<file path="config.mk">
export PLATFORM = sky130hd
export DESIGN_NAME = cdb_arbiter
export DESIGN_NICKNAME = d
export VERILOG_FILES = /design/src/rtl/core_pkg.sv /design/src/rtl/cdb_lane_fifo.sv /design/src/rtl/cdb_arbiter.sv
export SDC_FILE = /design/constraint.sdc
export NUM_CORES = 1
export LEC_CHECK = 0
export CORE_UTILIZATION = 35
export DETAILED_ROUTE_END_ITERATION = 7
export GPL_ROUTABILITY_DRIVEN = 0
export GPL_TIMING_DRIVEN = 0
export PLACE_DENSITY_LB_ADDON = 0.25
export SYNTH_ARGS = -nofsm -noshare
export SYNTH_HDL_FRONTEND = slang
export SYNTH_HIERARCHICAL = 1
export SYNTH_SLANG_ARGS = --single-unit
</file>
<file path="constraint.sdc">
create_clock -name clk -period 12 [get_ports clk]
set_input_delay 2.4 -clock clk [delete_from_list [all_inputs] [get_ports clk]]
set_output_delay 2.4 -clock clk [all_outputs]
set_load 0.01 [all_outputs]
</file>
<file path="src/rtl/core_pkg.sv">
// Core-wide widths shared by the result path, plus the common-data-bus packet type
// and a small modular-increment helper used by the round-robin arbiter.
package core_pkg;

    localparam int unsigned CPU_NUM_LANES = 4;
    localparam int unsigned ROB_SIZE_CLOG = 5;
    localparam int unsigned DATA_LEN      = 32;
    localparam int unsigned CPU_LANE_W    = $clog2(CPU_NUM_LANES);

    typedef struct packed {
        logic                     v;
        logic [ROB_SIZE_CLOG-1:0] robid;
        logic [DATA_LEN-1:0]      data;
        logic [CPU_LANE_W-1:0]    lane;
    } cdb_pkt_t;

    // Legacy name for the broadcast input bundle.
    typedef cdb_pkt_t cdb_in_t;

    // (base + off) mod n, valid for base < n and off <= n.
    function automatic int unsigned rr_wrap(input int unsigned base, input int unsigned off,
                                            input int unsigned n);
        int unsigned sum;
        sum = base + off;
        return (sum >= n) ? sum - n : sum;
    endfunction

endpackage

</file>
<file path="src/rtl/cdb_lane_fifo.sv">
// Per-lane result queue: circular buffer with occupancy count and a flush that
// empties it in one cycle. The caller never pushes into a full queue.
module cdb_lane_fifo import core_pkg::*; #(
    parameter int unsigned Q_DEPTH = 4,
    parameter int unsigned WIDTH   = ROB_SIZE_CLOG + DATA_LEN
) (
    input  logic                     clk,
    input  logic                     rst,
    input  logic                     push,
    input  logic                     pop,
    input  logic                     flush,
    input  logic [WIDTH-1:0]         din,
    output logic [WIDTH-1:0]         dout,
    output logic [$clog2(Q_DEPTH):0] count
);

    localparam int unsigned PW = $clog2(Q_DEPTH);
    localparam int unsigned CW = PW + 1;

    logic [WIDTH-1:0] mem_q [Q_DEPTH];
    logic [PW-1:0]    rd_ptr_q, rd_ptr_d;
    logic [PW-1:0]    wr_ptr_q, wr_ptr_d;
    logic [CW-1:0]    count_q, count_d;

    always_comb begin
        rd_ptr_d = rd_ptr_q;
        wr_ptr_d = wr_ptr_q;
        count_d  = count_q;
        if (flush) begin
            rd_ptr_d = '0;
            wr_ptr_d = '0;
            count_d  = '0;
        end else begin
            if (push) begin
                wr_ptr_d = wr_ptr_q + 1'b1;
            end
            if (pop) begin
                rd_ptr_d = rd_ptr_q + 1'b1;
            end
            if (push && !pop) begin
                count_d = count_q + 1'b1;
            end else if (pop && !push) begin
                count_d = count_q - 1'b1;
            end
        end
    end

    always_ff @(posedge clk) begin
        if (!rst) begin
            rd_ptr_q <= '0;
            wr_ptr_q <= '0;
            count_q  <= '0;
        end else begin
            rd_ptr_q <= rd_ptr_d;
            wr_ptr_q <= wr_ptr_d;
            count_q  <= count_d;
        end
    end

    // Storage needs no reset: slots are only read once counted as occupied.
    always_ff @(posedge clk) begin
        if (rst && push && !flush) begin
            mem_q[wr_ptr_q] <= din;
        end
    end

    assign dout  = mem_q[rd_ptr_q];
    assign count = count_q;

endmodule

</file>
<file path="src/rtl/cdb_arbiter.sv">
// Multi-port common-data-bus arbiter: per-lane result queues, round-robin grant of up
// to NUM_CDB lanes per cycle, registered broadcast ports, flush and sticky overflow flag.
module cdb_arbiter #(
    parameter int unsigned NUM_LANES     = core_pkg::CPU_NUM_LANES,
    parameter int unsigned NUM_CDB       = 2,
    parameter int unsigned Q_DEPTH       = 4,
    parameter int unsigned ROB_SIZE_CLOG = core_pkg::ROB_SIZE_CLOG,
    parameter int unsigned DATA_LEN      = core_pkg::DATA_LEN
) (
    input  logic                                        clk,
    input  logic                                        rst,
    input  logic [NUM_LANES-1:0]                        lane_v_i,
    input  logic [NUM_LANES-1:0][ROB_SIZE_CLOG-1:0]     lane_robid_i,
    input  logic [NUM_LANES-1:0][DATA_LEN-1:0]          lane_data_i,
    output logic [NUM_LANES-1:0]                        lane_rdy_o,
    input  logic                                        flush_i,
    output logic [NUM_CDB-1:0]                          cdb_v_o,
    output logic [NUM_CDB-1:0][ROB_SIZE_CLOG-1:0]       cdb_robid_o,
    output logic [NUM_CDB-1:0][DATA_LEN-1:0]            cdb_data_o,
    output logic [NUM_CDB-1:0][$clog2(NUM_LANES)-1:0]   cdb_lane_o,
    output logic                                        overflow_err_o
);

    localparam int unsigned LW = $clog2(NUM_LANES);
    localparam int unsigned CW = $clog2(Q_DEPTH) + 1;
    localparam int unsigned EW = ROB_SIZE_CLOG + DATA_LEN;

    logic [NUM_LANES-1:0][CW-1:0] count;
    logic [NUM_LANES-1:0][EW-1:0] head;
    logic [NUM_LANES-1:0]         full;
    logic [NUM_LANES-1:0]         nonempty;
    logic [NUM_LANES-1:0]         push;
    logic [NUM_LANES-1:0]         grant;

    logic [NUM_CDB-1:0]           port_v;
    logic [NUM_CDB-1:0][LW-1:0]   port_lane;
    logic [LW-1:0]                last_lane;
    int unsigned                  n_grant;

    logic [LW-1:0]                         rr_ptr_q, rr_ptr_d;
    logic [NUM_CDB-1:0]                    cdb_v_q, cdb_v_d;
    logic [NUM_CDB-1:0][ROB_SIZE_CLOG-1:0] cdb_robid_q, cdb_robid_d;
    logic [NUM_CDB-1:0][DATA_LEN-1:0]      cdb_data_q, cdb_data_d;
    logic [NUM_CDB-1:0][LW-1:0]            cdb_lane_q, cdb_lane_d;
    logic                                  ovf_q, ovf_d;

    for (genvar i = 0; i < NUM_LANES; i++) begin : g_lane
        assign full[i]       = (count[i] == CW'(Q_DEPTH));
        assign nonempty[i]   = (count[i] != '0);
        assign lane_rdy_o[i] = rst & ~full[i];
        assign push[i]       = lane_v_i[i] & lane_rdy_o[i];

        cdb_lane_fifo #(
            .Q_DEPTH (Q_DEPTH),
            .WIDTH   (EW)
        ) u_fifo (
            .clk   (clk),
            .rst   (rst),
            .push  (push[i]),
            .pop   (grant[i]),
            .flush (flush_i),
            .din   ({lane_robid_i[i], lane_data_i[i]}),
            .dout  (head[i]),
            .count (count[i])
        );
    end

    // Scan from rr_ptr; the k-th non-empty lane found goes to port k.
    always_comb begin
        logic [LW-1:0] lane_idx;
        grant     = '0;
        port_v    = '0;
        port_lane = '0;
        last_lane = rr_ptr_q;
        n_grant   = 0;
        lane_idx  = '0;
        for (int unsigned j = 0; j < NUM_LANES; j++) begin
            lane_idx = LW'(core_pkg::rr_wrap(32'(rr_ptr_q), j, NUM_LANES));
            if (nonempty[lane_idx] && (n_grant < NUM_CDB)) begin
                grant[lane_idx] = 1'b1;
                for (int unsigned k = 0; k < NUM_CDB; k++) begin
                    if (k == n_grant) begin
                        port_v[k]    = 1'b1;
                        port_lane[k] = lane_idx;
                    end
                end
                last_lane = lane_idx;
                n_grant   = n_grant + 1;
            end
        end
    end

    always_comb begin
        rr_ptr_d    = rr_ptr_q;
        cdb_v_d     = '0;
        cdb_robid_d = cdb_robid_q;
        cdb_data_d  = cdb_data_q;
        cdb_lane_d  = cdb_lane_q;
        ovf_d       = ovf_q;
        if (flush_i) begin
            rr_ptr_d = '0;
        end else begin
            ovf_d   = ovf_q | (|(lane_v_i & full));
            cdb_v_d = port_v;
            if (n_grant != 0) begin
                rr_ptr_d = LW'(core_pkg::rr_wrap(32'(last_lane), 1, NUM_LANES));
            end
            // Idle ports keep their last payload; only valid drops.
            for (int unsigned k = 0; k < NUM_CDB; k++) begin
                if (port_v[k]) begin
                    cdb_robid_d[k] = head[port_lane[k]][EW-1:DATA_LEN];
                    cdb_data_d[k]  = head[port_lane[k]][DATA_LEN-1:0];
                    cdb_lane_d[k]  = port_lane[k];
                end
            end
        end
    end

    always_ff @(posedge clk) begin
        if (!rst) begin
            rr_ptr_q    <= '0;
            cdb_v_q     <= '0;
            cdb_robid_q <= '0;
            cdb_data_q  <= '0;
            cdb_lane_q  <= '0;
            ovf_q       <= 1'b0;
        end else begin
            rr_ptr_q    <= rr_ptr_d;
            cdb_v_q     <= cdb_v_d;
            cdb_robid_q <= cdb_robid_d;
            cdb_data_q  <= cdb_data_d;
            cdb_lane_q  <= cdb_lane_d;
            ovf_q       <= ovf_d;
        end
    end

    assign cdb_v_o        = cdb_v_q;
    assign cdb_robid_o    = cdb_robid_q;
    assign cdb_data_o     = cdb_data_q;
    assign cdb_lane_o     = cdb_lane_q;
    assign overflow_err_o = ovf_q;

endmodule
</file>
==> impl_metrics.py <==
metrics = {
    "critical_path": {
        "cp_cell_sequence": "clkdlybuf4s50_1 > clkbuf_1 > a21boi_0 > clkdlybuf4s50_1",
        "regToRegEndpoint": "cdb_data_o[15]$_SDFFE_PN0P_",
        "cpMostUsedCell": "sky130_fd_sc_hd__clkdlybuf4s50_1",
        "kind_of_cell_adding_the_most_delay_to_the_critical_path": "buffers and inverters",
        "crit_type": "in -> out",
        "endpoint_kind": "output pin",
        "slowest_delay_ps": 1000,
        "critical_path_peak_fanout": 16,
        "worstPathBufferInverterCount": 3,
        "worstReg2RegStart": "rr_ptr_q[0]$_SDFFE_PP0P_",
        "critical-path-slowest-cell": "sky130_fd_sc_hd__clkdlybuf4s50_1",
        "cp_data_required_time_ps": 9600,
        "reg2reg_depth": 22,
        "critPathLaunchType": "input pin",
        "r2r_slack_ps": 4860,
        "worst_ep_arrival_time_ps": 4800,
    },
    "timing": {
        "timing.slew.headroom_pct": 33.3,
        "finalCritPeriodShare_pct": 60.0,
        "worst_slew_pin_slew_ps": 992,
        "setup_viol": 0,
        "max_clock_freq_mhz": 139,
        "final_period_minus_worst_setup_slack_ps": 7200,
        "grt_setup_unrepaired": "false",
        "slew_viol_final": 0,
        "fin_setup_tns_ps": 0,
        "final_hold_viol_count": 0,
        "clock-skew-final_ps": 28.3,
    },
    "yosys": {
        "synth_cell_type_count": 65,
        "synth-compound-area-share_pct": 7.06,
        "synthesis.area_per_instance_um2": 16.2,
        "asyncSetResetFlopFracSynth_pct": 0,
        "synth_ff_type": "sky130_fd_sc_hd__edfxtp_1",
        "synth-edff-count": 592,
        "ys_seq_area_share_pct": 66.3,
        "post_synthesis_cell_count": 1876,
        "yosys_top_cell_area_share_pct": 58.5,
        "post_synth_fa_ha_maj_area_fraction_pct": 1.61,
        "postSynthRegisterBits": 711,
        "synth_area_leader_cell": "sky130_fd_sc_hd__edfxtp_1",
        "synth_xor_area_share_pct": 0.634,
        "mappedNetlistArea_um2": 30400,
        "dominant_combinational_cell_family_by_area_after_synthesis": "multiplexers",
        "synthTopCellsByArea": "sky130_fd_sc_hd__edfxtp_1 (58%), sky130_fd_sc_hd__mux4_2 (9.2%), sky130_fd_sc_hd__dfxtp_1 (7.8%)",
        "yosys.area_share.simple_pct": 6.62,
        "yosys_warnings": 6,
        "yosys-mux-area-fraction_pct": 14.6,
        "synth.net_count": 2067,
    },
    "clock_network": {
        "clock_latency_ps": 630,
        "clk_pin_slew_worst_paths_ps": 60,
        "ctsHtreeMaxLevel": 3,
        "cts.sink_count": 711,
        "num_cts_buffers": 77,
        "post_cts_sizing_count": 0,
        "cts-root-buf": "sky130_fd_sc_hd__clkbuf_16",
        "clock_path_buffers": 3,
        "cts_tree": "done",
        "cts_hold_repair.buffers": 0,
        "cts_post_setup_buffers_inserted": 0,
    },
    "floorplan": {
        "core.rowCount": 107,
        "die_area_um2": 88000,
        "io_pins": 240,
        "die_width_um": 297,
        "fp.dieH_um": 297,
        "placeable_core_area_um2": 85500,
        "floorplan.initialDensity_pct": 35.5,
    },
    "global_routing": {
        "grt_pass1_wl_um": 126000,
        "grt_max_degree": 32,
        "initial_antenna_violation_count": 8,
        "track_usage_pct": 19.9,
        "grt_pass1_vias": 18598,
        "overflow": 0,
    },
    "power_and_ir_drop": {
        "power.leakage_nw": 12.6,
        "vdd_drop_max_mv": 0.336,
        "power_density_nw_per_um2": 293,
    },
    "final_layout": {
        "area_delta_synth_final_pct": 22.1,
        "finish.net_count": 2401,
        "area_of_all_placed_cells_without_fillers_um2": 37100,
        "fillerInstances": 7532,
        "fin_util_pct": 43.4,
        "area_of_the_multi_input_gates_um2": 9280,
        "final_layout_size_suffix_gt1_share_pct": 14.8,
        "area.sequential_um2": 20200,
    },
    "min_path": {
        "whs_path_depth": 1,
        "worst_hold_check_path_type": "reg -> reg",
        "hold-path-endpoint": "overflow_err_o$_SDFFE_PN0N_",
        "worst_hold_startpoint": "overflow_err_o$_SDFFE_PN0N_",
    },
    "route": {
        "ant_nets": 0,
        "initialDrtViolationCount": 1802,
        "vias_per_cell": 5.36,
        "drt-wirelength-per-cell_um": 25.4,
        "drt-total-wl_um": 87100,
        "detailroute.via_count": 18328,
        "firstDrtPassIters": 6,
        "drc": 0,
    },
    "placed_design": {
        "hpwl_um": 64200,
        "numPortBuffers": 239,
        "postPlaceCellArea_um2": 34600,
    },
    "outcome": {
        "outcome": "complete, no violations",
    },
    "job": {
        "max_cap_violations": 0,
    },
}
area by class of cell:
cell class                      count  share of cell area [%]
Sequential cell                   711                    54.3
Inverter                           60                   0.607
Timing Repair Buffer              255                    7.35
Multi-Input combinational cell    989                    25.0
Tap cell                         1144                    3.86
Clock buffer                       99                    5.53
Clock inverter                     44                    1.28
Antenna cell                        3                  0.0202
Buffer                            116                    2.01
report_power, final:
group          switching, mW  internal (mW)
Combinational           3.43           2.16
Clock                  0.970           1.41
Sequential             0.123           2.80
sequential cells by signal (all words and copies together) (netlist names), named ones only:
signal	flops
cdb_data_o	64
cdb_lane_o	4
cdb_robid_o	10
cdb_v_o	2
g_lane.u_fifo/count	12
g_lane.u_fifo/mem_q	592
g_lane.u_fifo/rd_ptr_q	8
g_lane.u_fifo/wr_ptr_q	8
overflow_err_o	1
rr_ptr_q	2
cells in the mapped netlist (all sizes together) (3+ instances only):
library cell and count:
a211o 3, a211oi 10, a21boi 7, a21oi 81
a222oi 4, a22o 35, a31oi 8, and2 9
and3 56, and3b 37, buf 61, clkbuf 55
dfxtp 119, edfxtp 592, fa 5, ha 31
inv 60, mux2i 87, mux4 152, nand2 138
nand2b 46, nand3 11, nor2 49, nor2b 10
nor3 6, nor4 5, o211ai 71, o21a 4
o21ai 17, o31ai 42, or3 9, xnor2 10
xor2 12
per-stage QoR:
step | total power, mW | std cells | hold WS (ps) | setup WS (ps)
after floorplan | 6.78 | 1876 | 470 | 6620
after global placement | 8.26 | 3259 | 448 | 4780
after detailed placement | 8.41 | 3275 | 455 | 4810
after CTS | 10.8 | 3418 | 469 | 4800
after global routing | 11.4 | 3419 | 504 | 4500
final | 10.9 | 3421 | 465 | 4800
routing by layer:
| metal | track usage, % | up-vias | share of wire (%) |
|---|---|---|---|
| met5 | 0 | - | 0.049 |
| met2 | 33.3 | 752 | 49 |
| met4 | 5.83 | 8 | 2.4 |
| met1 | 26.5 | 9337 | 41 |
| met3 | 3.59 | 110 | 7.6 |
| li1 | - | 8121 | - |
worst max-delay path by stage:
| stage | end | slack [ps] | depth (start not counted) | from |
|---|---|---|---|---|
| 6_report | lane_rdy_o[0] | 4800 | 4 | rst |
| 4_1_cts | lane_rdy_o[0] | 4800 | 4 | rst |
| 2_1_floorplan | lane_rdy_o[0] | 6620 | 2 | rst |
| 5_1_grt | cdb_data_o[23]$_SDFFE_PN0P_ | 4500 | 22 | rr_ptr_q[0]$_SDFFE_PP0P_ |
| 3_5_place_dp | lane_rdy_o[0] | 4810 | 4 | rst |
| 3_3_place_gp | lane_rdy_o[0] | 4780 | 4 | rst |
cell families after synthesis:
logic type      Yosys count
buf+inv                 176
simple gates            383
compound gates          307
fa+ha+maj                36
flops                   711
xor+xnor                 22
mux                     241
worst register-to-register path, stage by stage, from the launching register on:
cell	delay, ps
sky130_fd_sc_hd__dfxtp_1	350
sky130_fd_sc_hd__buf_2	210
sky130_fd_sc_hd__inv_2	110
sky130_fd_sc_hd__buf_2	250
sky130_fd_sc_hd__clkbuf_1	600
sky130_fd_sc_hd__ha_1	240
sky130_fd_sc_hd__clkbuf_1	330
sky130_fd_sc_hd__mux4_2	360
sky130_fd_sc_hd__buf_2	220
sky130_fd_sc_hd__ha_1	200
sky130_fd_sc_hd__clkbuf_1	210
sky130_fd_sc_hd__nor2_1	500
sky130_fd_sc_hd__fa_1	560
sky130_fd_sc_hd__inv_1	100
sky130_fd_sc_hd__ha_1	210
sky130_fd_sc_hd__nand2b_1	100
sky130_fd_sc_hd__a2111oi_0	790
sky130_fd_sc_hd__nor2_1	290
sky130_fd_sc_hd__a31oi_1	330
sky130_fd_sc_hd__nand2_1	320
sky130_fd_sc_hd__clkbuf_1	410
sky130_fd_sc_hd__a21oi_1	260
sky130_fd_sc_hd__a22o_1	160
layout by cell type, fill, tap and decap left out, drive strengths merged, types with 5 or more instances in the layout:
cell           count
a211oi            10
a21boi             7
a21oi             81
a22o              35
a31oi              8
and2               9
and3              56
and3b             37
buf               77
bufinv             9
clkbuf           154
clkdlybuf4s50    239
clkinv            25
dfxtp            119
edfxtp           592
fa                 5
ha                31
inv               66
mux2i             87
mux4             152
nand2            138
nand2b            46
nand3             11
nor2              49
nor2b             10
nor3               6
nor4               5
o211ai            71
o21ai             17
o31ai             42
or3                9
xnor2             10
xor2              12
Power figures use the tool's default switching activity.
